**src/rtl/cnn_tile_sched_if.sv**
```systemverilog
// Beat bus between the tile scheduler and the Tm_p x Tn_p MAC engine.
// The scheduler is the master (drives indices and flags), the engine is the
// slave (drives ready_i). Index widths never collapse to zero bits, so a
// single-row or single-map configuration still has a usable port.
interface cnn_tile_sched_if #(
  parameter int N_p  = 4,
  parameter int M_p  = 4,
  parameter int K_p  = 2,
  parameter int R_p  = 16,
  parameter int C_p  = 16,
  parameter int S_p  = 1,
  parameter int Tn_p = 2,
  parameter int Tm_p = 2
);
  localparam int ROW_W = (R_p > 1) ? $clog2(R_p) : 1;
  localparam int COL_W = (C_p > 1) ? $clog2(C_p) : 1;
  localparam int TO_W  = (M_p > 1) ? $clog2(M_p) : 1;
  localparam int TI_W  = (N_p > 1) ? $clog2(N_p) : 1;
  localparam int K_W   = $clog2(K_p) + 1;
  localparam int IR_W  = ((R_p * S_p + K_p) > 1) ? $clog2(R_p * S_p + K_p) : 1;
  localparam int IC_W  = ((C_p * S_p + K_p) > 1) ? $clog2(C_p * S_p + K_p) : 1;

  logic             valid_o;
  logic             ready_i;
  logic [ROW_W-1:0] row_o;
  logic [COL_W-1:0] col_o;
  logic [TO_W-1:0]  to_o;
  logic [TI_W-1:0]  ti_o;
  logic [K_W-1:0]   ki_o;
  logic [K_W-1:0]   kj_o;
  logic [IR_W-1:0]  in_row_o;
  logic [IC_W-1:0]  in_col_o;
  logic             first_o;
  logic             last_o;

  modport master (
    output valid_o, row_o, col_o, to_o, ti_o, ki_o, kj_o,
           in_row_o, in_col_o, first_o, last_o,
    input  ready_i
  );

  modport slave (
    input  valid_o, row_o, col_o, to_o, ti_o, ki_o, kj_o,
           in_row_o, in_col_o, first_o, last_o,
    output ready_i
  );
endinterface

```
**src/rtl/cnn_tile_sched.sv**
```systemverilog
// Loop-nest controller for the tiled CNN conv layer. Walks row, col, output
// tile, input tile, kernel row and kernel col, issuing one engine beat per
// cycle. Every output comes straight from a flop: the next-cycle values of the
// flags and input coordinates are computed alongside the counter update, so
// ready_i never reaches an output combinationally.
module cnn_tile_sched #(
  parameter int N_p  = 4,
  parameter int M_p  = 4,
  parameter int K_p  = 2,
  parameter int R_p  = 16,
  parameter int C_p  = 16,
  parameter int S_p  = 1,
  parameter int Tn_p = 2,
  parameter int Tm_p = 2
) (
  input  logic clk,
  input  logic reset,
  input  logic start_i,
  input  logic abort_i,
  output logic busy_o,
  output logic done_o,
  cnn_tile_sched_if.master beat
);

  localparam int ROW_W = (R_p > 1) ? $clog2(R_p) : 1;
  localparam int COL_W = (C_p > 1) ? $clog2(C_p) : 1;
  localparam int TO_W  = (M_p > 1) ? $clog2(M_p) : 1;
  localparam int TI_W  = (N_p > 1) ? $clog2(N_p) : 1;
  localparam int K_W   = $clog2(K_p) + 1;
  localparam int IR_W  = ((R_p * S_p + K_p) > 1) ? $clog2(R_p * S_p + K_p) : 1;
  localparam int IC_W  = ((C_p * S_p + K_p) > 1) ? $clog2(C_p * S_p + K_p) : 1;

  localparam logic [ROW_W-1:0] ROW_LAST = ROW_W'(R_p - 1);
  localparam logic [COL_W-1:0] COL_LAST = COL_W'(C_p - 1);
  localparam logic [TO_W-1:0]  TO_LAST  = TO_W'(M_p - Tm_p);
  localparam logic [TI_W-1:0]  TI_LAST  = TI_W'(N_p - Tn_p);
  localparam logic [K_W-1:0]   K_LAST   = K_W'(K_p - 1);
  localparam logic [TO_W-1:0]  TO_STEP  = TO_W'(Tm_p);
  localparam logic [TI_W-1:0]  TI_STEP  = TI_W'(Tn_p);

  // Tiles must divide the map counts evenly or the wrap points are never hit.
  if ((N_p % Tn_p) != 0) begin : g_bad_tn
    $error("cnn_tile_sched: N_p must be a multiple of Tn_p");
  end
  if ((M_p % Tm_p) != 0) begin : g_bad_tm
    $error("cnn_tile_sched: M_p must be a multiple of Tm_p");
  end

  typedef enum logic [1:0] {IDLE, RUN, DONE} state_t;

  state_t           state_q, state_d;
  logic [ROW_W-1:0] row_q, row_d;
  logic [COL_W-1:0] col_q, col_d;
  logic [TO_W-1:0]  to_q, to_d;
  logic [TI_W-1:0]  ti_q, ti_d;
  logic [K_W-1:0]   ki_q, ki_d;
  logic [K_W-1:0]   kj_q, kj_d;
  logic [IR_W-1:0]  in_row_q, in_row_d;
  logic [IC_W-1:0]  in_col_q, in_col_d;
  logic             valid_q, valid_d;
  logic             first_q, first_d;
  logic             last_q, last_d;
  logic             busy_q, busy_d;
  logic             done_q, done_d;

  logic accept;
  logic kj_wrap, ki_wrap, ti_wrap, to_wrap, col_wrap, row_wrap;
  logic c_ki, c_ti, c_to, c_col, c_row, final_beat;

  // valid_q mirrors state RUN, so this is the valid && ready acceptance.
  assign accept = valid_q && beat.ready_i;

  assign kj_wrap  = (kj_q  == K_LAST);
  assign ki_wrap  = (ki_q  == K_LAST);
  assign ti_wrap  = (ti_q  == TI_LAST);
  assign to_wrap  = (to_q  == TO_LAST);
  assign col_wrap = (col_q == COL_LAST);
  assign row_wrap = (row_q == ROW_LAST);

  // Carry chain: each counter steps only when everything inside it wraps.
  assign c_ki       = kj_wrap;
  assign c_ti       = c_ki  && ki_wrap;
  assign c_to       = c_ti  && ti_wrap;
  assign c_col      = c_to  && to_wrap;
  assign c_row      = c_col && col_wrap;
  assign final_beat = c_row && row_wrap;

  // Next state, counter advance on accept, and next-cycle output values.
  always_comb begin
    state_d = state_q;
    row_d   = row_q;
    col_d   = col_q;
    to_d    = to_q;
    ti_d    = ti_q;
    ki_d    = ki_q;
    kj_d    = kj_q;

    unique case (state_q)
      IDLE: begin
        if (start_i) begin
          state_d = RUN;
          row_d   = '0;
          col_d   = '0;
          to_d    = '0;
          ti_d    = '0;
          ki_d    = '0;
          kj_d    = '0;
        end
      end
      RUN: begin
        if (accept) begin
          kj_d = kj_wrap ? '0 : kj_q + K_W'(1);
          if (c_ki)  ki_d  = ki_wrap  ? '0 : ki_q + K_W'(1);
          if (c_ti)  ti_d  = ti_wrap  ? '0 : ti_q + TI_STEP;
          if (c_to)  to_d  = to_wrap  ? '0 : to_q + TO_STEP;
          if (c_col) col_d = col_wrap ? '0 : col_q + COL_W'(1);
          if (c_row) row_d = row_wrap ? '0 : row_q + ROW_W'(1);
          if (final_beat) state_d = DONE;
        end
      end
      DONE: begin
        state_d = IDLE;
        row_d   = '0;
        col_d   = '0;
        to_d    = '0;
        ti_d    = '0;
        ki_d    = '0;
        kj_d    = '0;
      end
      default: begin
        state_d = IDLE;
      end
    endcase

    // Abort overrides both start and the handshake.
    if (abort_i) begin
      state_d = IDLE;
      row_d   = '0;
      col_d   = '0;
      to_d    = '0;
      ti_d    = '0;
      ki_d    = '0;
      kj_d    = '0;
    end

    valid_d  = (state_d == RUN);
    busy_d   = (state_d != IDLE);
    done_d   = (state_d == DONE);
    first_d  = valid_d && (ti_d == '0) && (ki_d == '0) && (kj_d == '0);
    last_d   = valid_d && (ti_d == TI_LAST) && (ki_d == K_LAST) && (kj_d == K_LAST);
    in_row_d = IR_W'(row_d) * IR_W'(S_p) + IR_W'(ki_d);
    in_col_d = IC_W'(col_d) * IC_W'(S_p) + IC_W'(kj_d);
  end

  // State, counters and registered outputs.
  always_ff @(posedge clk or posedge reset) begin
    if (reset) begin
      state_q  <= IDLE;
      row_q    <= '0;
      col_q    <= '0;
      to_q     <= '0;
      ti_q     <= '0;
      ki_q     <= '0;
      kj_q     <= '0;
      in_row_q <= '0;
      in_col_q <= '0;
      valid_q  <= 1'b0;
      first_q  <= 1'b0;
      last_q   <= 1'b0;
      busy_q   <= 1'b0;
      done_q   <= 1'b0;
    end else begin
      state_q  <= state_d;
      row_q    <= row_d;
      col_q    <= col_d;
      to_q     <= to_d;
      ti_q     <= ti_d;
      ki_q     <= ki_d;
      kj_q     <= kj_d;
      in_row_q <= in_row_d;
      in_col_q <= in_col_d;
      valid_q  <= valid_d;
      first_q  <= first_d;
      last_q   <= last_d;
      busy_q   <= busy_d;
      done_q   <= done_d;
    end
  end

  assign beat.valid_o  = valid_q;
  assign beat.row_o    = row_q;
  assign beat.col_o    = col_q;
  assign beat.to_o     = to_q;
  assign beat.ti_o     = ti_q;
  assign beat.ki_o     = ki_q;
  assign beat.kj_o     = kj_q;
  assign beat.in_row_o = in_row_q;
  assign beat.in_col_o = in_col_q;
  assign beat.first_o  = first_q;
  assign beat.last_o   = last_q;
  assign busy_o        = busy_q;
  assign done_o        = done_q;

endmodule

```
**src/flat_wrapper.sv**
```systemverilog
// flat-port wrapper written by rule: the top's interface ports become plain ports
module cnn_tile_sched_flat 
#(
  parameter int N_p  = 4,
  parameter int M_p  = 4,
  parameter int K_p  = 2,
  parameter int R_p  = 16,
  parameter int C_p  = 16,
  parameter int S_p  = 1,
  parameter int Tn_p = 2,
  parameter int Tm_p = 2
)
  (clk, reset, start_i, abort_i, busy_o, done_o, beat_valid_o, beat_row_o, beat_col_o, beat_to_o, beat_ti_o, beat_ki_o, beat_kj_o, beat_in_row_o, beat_in_col_o, beat_first_o, beat_last_o, beat_ready_i);
  cnn_tile_sched_if #(.N_p(N_p), .M_p(M_p), .K_p(K_p), .R_p(R_p), .C_p(C_p), .S_p(S_p), .Tn_p(Tn_p), .Tm_p(Tm_p)) beat_i ();
  input  logic clk;
  input  logic reset;
  input  logic start_i;
  input  logic abort_i;
  output logic busy_o;
  output logic done_o;
  output wire logic [$bits(beat_i.valid_o)-1:0] beat_valid_o;
  output wire logic [$bits(beat_i.row_o)-1:0] beat_row_o;
  output wire logic [$bits(beat_i.col_o)-1:0] beat_col_o;
  output wire logic [$bits(beat_i.to_o)-1:0] beat_to_o;
  output wire logic [$bits(beat_i.ti_o)-1:0] beat_ti_o;
  output wire logic [$bits(beat_i.ki_o)-1:0] beat_ki_o;
  output wire logic [$bits(beat_i.kj_o)-1:0] beat_kj_o;
  output wire logic [$bits(beat_i.in_row_o)-1:0] beat_in_row_o;
  output wire logic [$bits(beat_i.in_col_o)-1:0] beat_in_col_o;
  output wire logic [$bits(beat_i.first_o)-1:0] beat_first_o;
  output wire logic [$bits(beat_i.last_o)-1:0] beat_last_o;
  input wire logic [$bits(beat_i.ready_i)-1:0] beat_ready_i;
  assign beat_valid_o = beat_i.valid_o;
  assign beat_row_o = beat_i.row_o;
  assign beat_col_o = beat_i.col_o;
  assign beat_to_o = beat_i.to_o;
  assign beat_ti_o = beat_i.ti_o;
  assign beat_ki_o = beat_i.ki_o;
  assign beat_kj_o = beat_i.kj_o;
  assign beat_in_row_o = beat_i.in_row_o;
  assign beat_in_col_o = beat_i.in_col_o;
  assign beat_first_o = beat_i.first_o;
  assign beat_last_o = beat_i.last_o;
  assign beat_i.ready_i = beat_ready_i;
  cnn_tile_sched #(.N_p(N_p), .M_p(M_p), .K_p(K_p), .R_p(R_p), .C_p(C_p), .S_p(S_p), .Tn_p(Tn_p), .Tm_p(Tm_p)) u_core (.clk(clk), .reset(reset), .start_i(start_i), .abort_i(abort_i), .busy_o(busy_o), .done_o(done_o), .beat(beat_i));
endmodule
```
**config.mk**
```make
export PLATFORM = sky130hd
export DESIGN_NAME = cnn_tile_sched_flat
export DESIGN_NICKNAME = d
export VERILOG_FILES = /design/src/rtl/cnn_tile_sched_if.sv /design/src/rtl/cnn_tile_sched.sv /design/src/flat_wrapper.sv
export SDC_FILE = /design/constraint.sdc
export NUM_CORES = 1
export LEC_CHECK = 0
export BUFFER_PORTS_ARGS = -buffer_cell sky130_fd_sc_hd__clkbuf_2
export CAP_MARGIN = 20
export CORE_MARGIN = 2
export CORE_UTILIZATION = 48
export DETAILED_ROUTE_END_ITERATION = 7
export GPL_ROUTABILITY_DRIVEN = 0
export PLACE_DENSITY = 0.8
export SETUP_SLACK_MARGIN = 0.15
export SYNTH_ARGS = -nofsm -noshare
export SYNTH_HDL_FRONTEND = slang
export SYNTH_SLANG_ARGS = --single-unit
export TNS_END_PERCENT = 100
```
**constraint.sdc**
```tcl
create_clock -name clk -period 2.35 [get_ports clk]
set_input_delay 0.47 -clock clk [delete_from_list [all_inputs] [get_ports clk]]
set_output_delay 0.47 -clock clk [all_outputs]
set_load 0.03 [all_outputs]
```
==> flow_summary.yaml, run 1 <==
global_route:
  grt_pass1_wl_um: 7490
  grt_pass1_vias: 1625
  grt_max_degree: 33
  gr-usage-all-layers: 0.243
  globalRouteOverflowTotal: 0
  grt_antenna_before_repair: 0
cts:
  clk_pin_slew_ps: 100
  cts.htree.levels: 2
  clk_path_buf_depth: 2
  cts_tree: "done"
  hold_buffers: 0
  cts_buffers: 5
  cts_root_buf: "clkbuf_4"
  clk_latency_ps: 340
  clock-sinks: 32
synth:
  synth_edf_count: 0
  synth_cell_type_count: 50
  synth.top_cells.by_count: "dfrtp_1, nand2_1, inv_1"
  ys_seq_elements: 32
  synth_top_family_by_area: "simple AND/OR/NAND/NOR gates"
  syn_nets: 173
  ys.warnings.count: 0
  synth-async-reset-ratio: 1.00
  syn_area_um2: 1690
  synth-main-ff-cell: "dfrtp_1"
  synth_fa_ha_area_frac: 0.0681
  syn-instance-count: 160
  synth_top_area_share: 0.474
  synth_most_common_cell: "dfrtp_1"
  synth_seq_area_share: 0.474
  synth_area_leaders: "dfrtp_1, ha_1, nand2_1"
  synth_top_cell_by_area: "dfrtp_1"
  synth_compound_area_frac: 0.127
  synthSimpleGateAreaFrac: 0.261
  syn-mean-instance-area_um2: 10.6
  synth-xor-area-share: 0.0207
  synth.area.mux_share: 0.00667
setup_path:
  crit_path_start_kind: "flip-flop"
  end_kind: "flip-flop"
  r2r_slack_ps: 20
  critPathMaxFanout: 4
  r2r_end: "u_core.beat.in_col_o[2]$_DFF_PP0_"
  required_ps: 2550
  reg2reg_depth: 9
  worstSetupPathType: "reg2reg"
  arrival_ps: 2530
  timing.rr.start: "u_core.beat.ti_o[0]$_DFF_PP0_"
finish:
  num-fill-cells: 258
  syn_to_final_growth_pct: 43.1
  finalNetCount: 250
  stdcell_area_um2: 2420
  drive_gt1_frac: 0.483
  antennaDiodeCount: 0
sta:
  setup_viol: 0
  layout_setup_ws_ps: 23.5
  worst_clock_skew_ps: 9.12
  slew_headroom: 0.639
  fin_crit_ps: 2330
  hold_viol_final: 0
  tightest_slew_ps: 533
  slew_viol_final: 0
  rsz0062_at_grt: "true"
  fmax_mhz: 430
  period_share: 0.990
route:
  num_vias: 1570
  ant_nets: 0
  drc: 0
  finalWirelength_um: 4500
  drt_pass1_iterations: 4
  vias_per_cell: 5.53
  drt_iter0_markers: 60
  wl_per_cell_um: 15.9
floorplan:
  die-height_um: 63.3
  initial_core_util: 0.502
  dieArea_um2: 4010
  num_rows: 21
  die_w_um: 63.3
  io_pins: 36
  coreArea_um2: 3360
power:
  irDropWorstVdd_mv: 0.454
  p_leak_nw: 1.20
  p_total_mw: 1.17
  p_per_area_nw_per_um2: 484
placed_design:
  pre_cts_slack_ps: -96.8
  port_buffers: 34
  place_area_um2: 2120
  place_hpwl_um: 3240
hold_path:
  hold_class: "in2async"
status:
  status: "complete, no violations"
job:
  drv_cap: 0
through the flow:
stage | utilization | hold slack [ps] | setup TNS (ps) | cells
global route | 0.719 | 194 | -220 | 284
global placement | 0.631 | 542 | -54.6 | 259
floorplan | - | 586 | 0 | 160
detailed placement | 0.631 | 558 | -274 | 259
finish | 0.719 | 174 | 0 | 284
CTS | 0.686 | 174 | 0 | 277
cell type report:
cell class	count	area, um^2	share of cell area
timing repair buffer	73	474	0.196
tap	46	57.6	0.0238
multi-input combinational	113	935	0.387
clock buffer	7	65.1	0.0269
inverter	12	45.0	0.0186
clock inverter	1	30.0	0.0124
sequential	32	811	0.335
flip-flops by register name, summed over array words and instances (netlist names):
name                  cells
u_core.beat.to_o          1
u_core.beat.ti_o          2
u_core.beat.last_o        1
u_core.beat.in_row_o      5
u_core.state_q            2
u_core.beat.kj_o          2
u_core.done_o             1
u_core.beat.row_o         4
u_core.beat.in_col_o      5
u_core.beat.col_o         4
u_core.beat.valid_o       1
u_core.beat.first_o       1
u_core.beat.ki_o          2
u_core.busy_o             1
routing by layer:
layer | track usage | up-vias | wire [um]
met1 | 0.294 | 747 | 1760
met2 | 0.397 | 71 | 2220
met5 | 0 | - | 0
met4 | 0.114 | 0 | 122
li1 | - | 738 | -
met3 | 0.0732 | 14 | 398
cell usage in the layout (no fill, tap or decap), drive strengths merged, types with 4 or more instances in the layout:
| cell type | n |
|---|---|
| inv | 12 |
| nand3 | 4 |
| a21oi | 6 |
| and3 | 6 |
| xor2 | 4 |
| nor3 | 4 |
| and2 | 4 |
| ha | 6 |
| dfrtp | 32 |
| nor2 | 9 |
| buf | 39 |
| nand2 | 15 |
| clkbuf | 41 |
kinds of logic (layout without fill, tap and decap cells):
kind of cell / count (synthesis) / in the layout
buffers and inverters: 15 / 93
adder cells (fa/ha/maj): 8 / 8
flip-flops: 32 / 32
other: 1 / 1
XOR/XNOR: 4 / 4
AO/OA/AOI/OAI: 29 / 29
multiplexers: 1 / 1
AND/OR/NAND/NOR: 70 / 70
where the power goes:
group | switching, mW | internal (mW)
Sequential | 0.00631 | 0.559
Combinational | 0.0791 | 0.0514
Clock | 0.192 | 0.282
Total | 0.278 | 0.893
worst max-delay path by stage:
stage	startpoint	to	slack (ps)	cells after the start
2_1_floorplan	u_core.state_q[1]$_DFF_PP0_	u_core.beat.in_col_o[1]$_DFF_PP0_	60	9
3_3_place_gp	beat_ready_i	u_core.beat.in_col_o[2]$_DFF_PP0_	-20	10
3_5_place_dp	beat_ready_i	u_core.beat.in_col_o[2]$_DFF_PP0_	-100	10
4_1_cts	u_core.beat.ki_o[1]$_DFF_PP0_	u_core.beat.in_col_o[2]$_DFF_PP0_	30	9
5_1_grt	u_core.beat.ki_o[1]$_DFF_PP0_	u_core.beat.in_col_o[2]$_DFF_PP0_	-90	9
6_report	u_core.beat.ti_o[0]$_DFF_PP0_	u_core.beat.in_col_o[2]$_DFF_PP0_	20	9
what timing repair did:
item                                    4_1_cts  5_1_grt
pin swaps                                     6       14
resized for setup                             4       12
endpoints found under the setup margin        7        9
hold endpoints to repair                      0        0
buffers inserted                             10        7
worst max-delay path: stages, from the launching register on:
cell and delay, ps:
dfrtp_2 430, nand3b_1 200, or3_4 440, nor3_2 130
a31oi_1 60, nor2_1 170, ha_2 210, inv_2 40
fa_2 360, xor2_1 170
(Power assumes the default switching activity.)
==> run 2: changes to the inputs <==
--- a/config.mk
+++ b/config.mk
@@ -8,10 +8,10 @@
 export BUFFER_PORTS_ARGS = -buffer_cell sky130_fd_sc_hd__clkbuf_2
 export CAP_MARGIN = 20
 export CORE_MARGIN = 2
-export CORE_UTILIZATION = 48
+export CORE_UTILIZATION = 58
 export DETAILED_ROUTE_END_ITERATION = 7
 export GPL_ROUTABILITY_DRIVEN = 0
-export PLACE_DENSITY = 0.8
+export PLACE_DENSITY = 0.86
 export SETUP_SLACK_MARGIN = 0.15
 export SYNTH_ARGS = -nofsm -noshare
 export SYNTH_HDL_FRONTEND = slang
==> constraint.sdc (replaced) <==
create_clock -name clk -period 3 [get_ports clk]
set_input_delay 0.6 -clock clk [delete_from_list [all_inputs] [get_ports clk]]
set_output_delay 0.6 -clock clk [all_outputs]
set_load 0.03 [all_outputs]
==> run 2 against run 1 <==
  * Sequential share of layout area increased by 6.8 points
  * Global-route usage grew 2.1 points
  * Maximum frequency fell by 12%
  * Critical endpoint is now u_core.beat.in_row_o[2]$_DFF_PP0_
==> flow_summary.yaml, run 2 (synthesis results as in run 1) <==
cts:
  cts_tree: "done"
  clk_pin_slew_ps: 100
  clk_latency_ps: 340
  clk_path_buf_depth: 2
  clock-sinks: 32
  cts_buffers: 5
  cts_root_buf: "clkbuf_4"
  cts.htree.levels: 2
  hold_buffers: 0
global_route:
  grt_antenna_before_repair: 0
  grt_max_degree: 33
  globalRouteOverflowTotal: 0
  gr-usage-all-layers: 0.264
  grt_pass1_vias: 1402
  grt_pass1_wl_um: 6570
sta:
  worst_clock_skew_ps: 12.5
  hold_viol_final: 0
  layout_setup_ws_ps: 352
  period_share: 0.883
  tightest_slew_ps: 590
  slew_viol_final: 0
  rsz0062_at_grt: "false"
  fin_crit_ps: 2650
  setup_viol: 0
  slew_headroom: 0.600
  setup_tns_ps: 0
  fmax_mhz: 378
power:
  irDropWorstVdd_mv: 0.402
  p_per_area_nw_per_um2: 426
  p_leak_nw: 1.02
setup_path:
  required_ps: 3230
  slowest_delay_ps: 480
  path_cells: "ha_1, nand4_1, o31ai_1, nand2_1, a32oi_1, nor2_1, ha_1, fa_1, xor2_1"
  slowest_stage: "fa_1"
  crit_path_start_kind: "flip-flop"
  end_kind: "flip-flop"
  path_common_cell: "ha_1"
  worstSetupPathType: "reg2reg"
  arrival_ps: 2870
  critPathMaxFanout: 6
placed_design:
  port_buffers: 34
  pre_cts_slack_ps: 263
  place_hpwl_um: 2870
job:
  drv_cap: 0
floorplan:
  num_rows: 19
  dieArea_um2: 3360
  coreArea_um2: 2760
  io_pins: 36
  die_w_um: 58.0
  initial_core_util: 0.613
  die-height_um: 58.0
route:
  drt_pass1_iterations: 4
  drt_iter0_markers: 64
  finalWirelength_um: 3850
  drc: 0
  ant_nets: 0
  wl_per_cell_um: 16.4
  num_vias: 1420
  vias_per_cell: 6.07
hold_path:
  hold_class: "in2async"
status:
  status: "complete, no violations"
finish:
  antennaDiodeCount: 0
  syn_to_final_growth_pct: 17.6
  drive_gt1_frac: 0.266
  finalNetCount: 215
  layout_common_cells: "clkbuf_2, dfrtp_1, nand2_1"
  final_common_cell: "clkbuf_2"
  num-fill-cells: 215
==> run 2: layer usage <==
layer,vias up,track usage,wire (um)
met1,686,0.361,1620
met5,-,0,0
li1,669,-,-
met4,0,0.146,93
met3,10,0.0580,259
met2,55,0.393,1870
==> run 2: path summary, 6_finish.rpt <==
| path | cells after the start | slack, ps | end | from |
|---|---|---|---|---|
| setup / recovery | 9 | 350 | u_core.beat.in_row_o[2]$_DFF_PP0_ | u_core.beat.col_o[0]$_DFF_PP0_ |
| hold / removal | 3 | 300 | u_core.beat.row_o[1]$_DFF_PP0_ | reset |
| setup reg to reg | 9 | 350 | u_core.beat.in_row_o[2]$_DFF_PP0_ | u_core.beat.col_o[0]$_DFF_PP0_ |
| hold reg to reg | 2 | 660 | u_core.beat.to_o[1]$_DFFE_PP0P_ | u_core.beat.to_o[1]$_DFFE_PP0P_ |
| max in group asynchronous | 3 | 2410 | u_core.beat.ti_o[1]$_DFF_PP0_ | reset |
| min in group clk | 2 | 650 | u_core.beat.to_o[1]$_DFFE_PP0P_ | abort_i |
==> run 2: what timing repair did <==
action                                  4_1_cts  5_1_grt
buffers inserted                              0        0
resized for setup                             0        1
endpoints found under the setup margin        0        2
==> run 2: layout make-up <==
cell class | count | area [um^2] | share of cell area
Tap cell | 31 | 38.8 | 0.0195
Clock inverter | 2 | 35.0 | 0.0176
Sequential cell | 32 | 801 | 0.403
Clock buffer | 6 | 41.3 | 0.0208
Inverter | 12 | 45.0 | 0.0227
Multi-Input combinational cell | 113 | 826 | 0.416
Timing Repair Buffer | 38 | 200 | 0.101
==> run 2: critical path: cells and delay by family (launching register included) <==
family,cells,cell delay [ps]
xor gates and xnor gates,1,180
DFF,1,460
adders and majority gates,3,1020
and+or+nand+nor,3,410
AOI/OAI and AO/OA,2,490
==> run 2: power breakdown <==
group          switching [mW]  total (mW)  internal, mW
combinational          0.0516      0.0761        0.0246
clock                   0.150       0.325         0.175
sequential            0.00791       0.446         0.438
total                   0.210       0.846         0.637
==> run 2: metrics by stage <==
stage / util / power (mW) / hold WS (ps) / cells / instance area, um^2
floorplan: - / 0.508 / 679 / 160 / 1690
CTS: 0.719 / 0.849 / 312 / 234 / 1980
finish: 0.721 / 0.846 / 298 / 234 / 1990
global route: 0.721 / 0.880 / 363 / 234 / 1990
global placement: 0.691 / 0.527 / 607 / 226 / 1910
detailed placement: 0.691 / 0.530 / 633 / 226 / 1910
==> run 3: changes to the inputs <==
--- a/config.mk
+++ b/config.mk
@@ -7,7 +7,7 @@
 export LEC_CHECK = 0
 export BUFFER_PORTS_ARGS = -buffer_cell sky130_fd_sc_hd__clkbuf_2
 export CAP_MARGIN = 20
-export CORE_MARGIN = 2
+export CORE_MARGIN = 1
 export CORE_UTILIZATION = 58
 export DETAILED_ROUTE_END_ITERATION = 7
 export GPL_ROUTABILITY_DRIVEN = 0
==> constraint.sdc (replaced) <==
create_clock -name clk -period 3 [get_ports clk]
set_input_delay 0.6 -clock clk [delete_from_list [all_inputs] [get_ports clk]]
set_output_delay 0.6 -clock clk [all_outputs]
set_load 0.1 [all_outputs]
==> run 3 against run 2 <==
  * Global-route usage grew 0.74 points
  * Sequential share of layout area increased by 0.085 points
  * Combinational power is 48% higher
  * Final cell count is 0.43% higher
  * Clock power decreased by 20%
  * Worst setup slack improved by 4.3 ps
  * Utilization is 0.64 points higher
  * Total power fell by 3.3%
  * Flip-flop and latch count unchanged
  * Sequential power is essentially flat
  * Count of clock-buffer cells in the layout increased by 1
  * Via count is 4.0% higher
==> flow_summary.yaml, run 3 (synthesis results as in run 1) <==
global_route:
  globalRouteOverflowTotal: 0
  grt_pass1_wl_um: 6530
  grt_antenna_before_repair: 0
  grt_pass1_vias: 1496
  grt_max_degree: 18
  gr-usage-all-layers: 0.272
sta:
  slew_viol_final: 0
  fmax_mhz: 378
  tightest_slew_ps: 673
  fin_crit_ps: 2640
  hold_viol_final: 0
  setup_viol: 0
  worst_clock_skew_ps: 11.1
  rsz0062_at_grt: "false"
  period_share: 0.881
  setup_tns_ps: 0
  slew_headroom: 0.551
cts:
  cts.htree.levels: 2
  cts_resized: 0
  clk_pin_slew_ps: 90
  cts_root_buf: "clkbuf_4"
  clk_path_buf_depth: 2
  hold_buffers: 0
  clk_latency_ps: 340
  cts_setup_buffers: 0
  cts_buffers: 5
  clock-sinks: 32
  cts_tree: "done"
route:
  vias_per_cell: 6.29
  drt_iter0_markers: 73
  ant_nets: 0
  drt_pass1_iterations: 4
  num_vias: 1477
  wl_per_cell_um: 15.8
  drc: 0
  finalWirelength_um: 3700
finish:
  syn_to_final_growth_pct: 18.7
  finalNetCount: 216
  fin_cells: 235
  num-fill-cells: 204
  final_util: 0.727
  seqCellArea_um2: 810
  antennaDiodeCount: 0
  drive_gt1_frac: 0.299
  stdcell_area_um2: 2000
  multi_input_area_um2: 821
  final_common_cell: "clkbuf_2"
  layout_common_cells: "clkbuf_2, dfrtp_1, nand2_1"
placed_design:
  port_buffers: 34
  place_hpwl_um: 2820
  place_area_um2: 1940
  placed_cells: 227
setup_path:
  end_kind: "flip-flop"
  critPathMaxFanout: 6
  path_cells: "nand4bb_1, or3_1, nor3_1, a31oi_1, nor2_1, ha_1, inv_1, fa_1, xor2_1"
  slowest_stage: "or3_1"
  arrival_ps: 2850
  critPathBufInv: 1
  cp_top_family: "simple AND/OR/NAND/NOR gates"
  worstSetupPathType: "reg2reg"
  required_ps: 3200
  crit_path_start_kind: "flip-flop"
  slowest_delay_ps: 470
status:
  status: "complete, no violations"
hold_path:
  hold_class: "in2async"
floorplan:
  io_pins: 36
  coreArea_um2: 2760
  num_rows: 19
  die_w_um: 56.0
  die-height_um: 56.0
  dieArea_um2: 3130
  initial_core_util: 0.613
job:
  drv_cap: 0
power:
  p_per_area_nw_per_um2: 408
  p_leak_nw: 1.01
  irDropWorstVdd_mv: 0.463
==> run 3: cell count changes in the layout (fill, tap and decap cells not counted), sizes merged <==
cell | before | now
bufinv | 1 | 0
buf | 4 | 5
clkbuf | 40 | 41
clkinvlp | 0 | 1
clkinv | 1 | 0
==> run 3: metrics by stage <==
| step | power [mW] | worst slack (ps) | hold WS [ps] |
|---|---|---|---|
| finish | 0.818 | 357 | 321 |
| global route | 0.847 | 189 | 392 |
| CTS | 0.823 | 367 | 338 |
| detailed placement | 0.567 | 282 | 628 |
| global placement | 0.560 | 348 | 607 |
| floorplan | 0.541 | 158 | 679 |
==> run 3: routing by layer <==
layer	share of wire	GRT usage
met5	0	0
met4	0.044	0.164
met3	0.076	0.0605
met2	0.48	0.434
met1	0.40	0.337
==> run 3: worst paths after layout <==
kind	cells past startpoint	slack [ps]	startpoint	endpoint
setup / recovery	9	360	u_core.beat.kj_o[1]$_DFF_PP0_	u_core.beat.in_col_o[2]$_DFF_PP0_
hold / removal	2	320	reset	u_core.beat.in_col_o[4]$_DFF_PP0_
setup reg to reg	9	360	u_core.beat.kj_o[1]$_DFF_PP0_	u_core.beat.in_col_o[2]$_DFF_PP0_
hold reg to reg	2	650	u_core.beat.to_o[1]$_DFFE_PP0P_	u_core.beat.to_o[1]$_DFFE_PP0P_
max in group asynchronous	3	2150	reset	u_core.beat.valid_o$_DFF_PP0_
min in group clk	2	560	abort_i	u_core.beat.last_o$_DFF_PP0_
==> run 3: power breakdown <==
part / leakage, nW / internal [mW] / switching (mW)
registers: 0.431 / 0.438 / 0.00765
clock network: 0.0315 / 0.115 / 0.145
logic: 0.549 / 0.0280 / 0.0850
total: 1.01 / 0.580 / 0.238
==> run 3: layout make-up <==
type / instances / area share
Tap cell: 31 / 0.0194
Inverter: 12 / 0.0225
Sequential cell: 32 / 0.404
Clock inverter: 1 / 0.00375
Clock buffer: 7 / 0.0275
Multi-Input combinational cell: 113 / 0.409
Timing Repair Buffer: 39 / 0.114
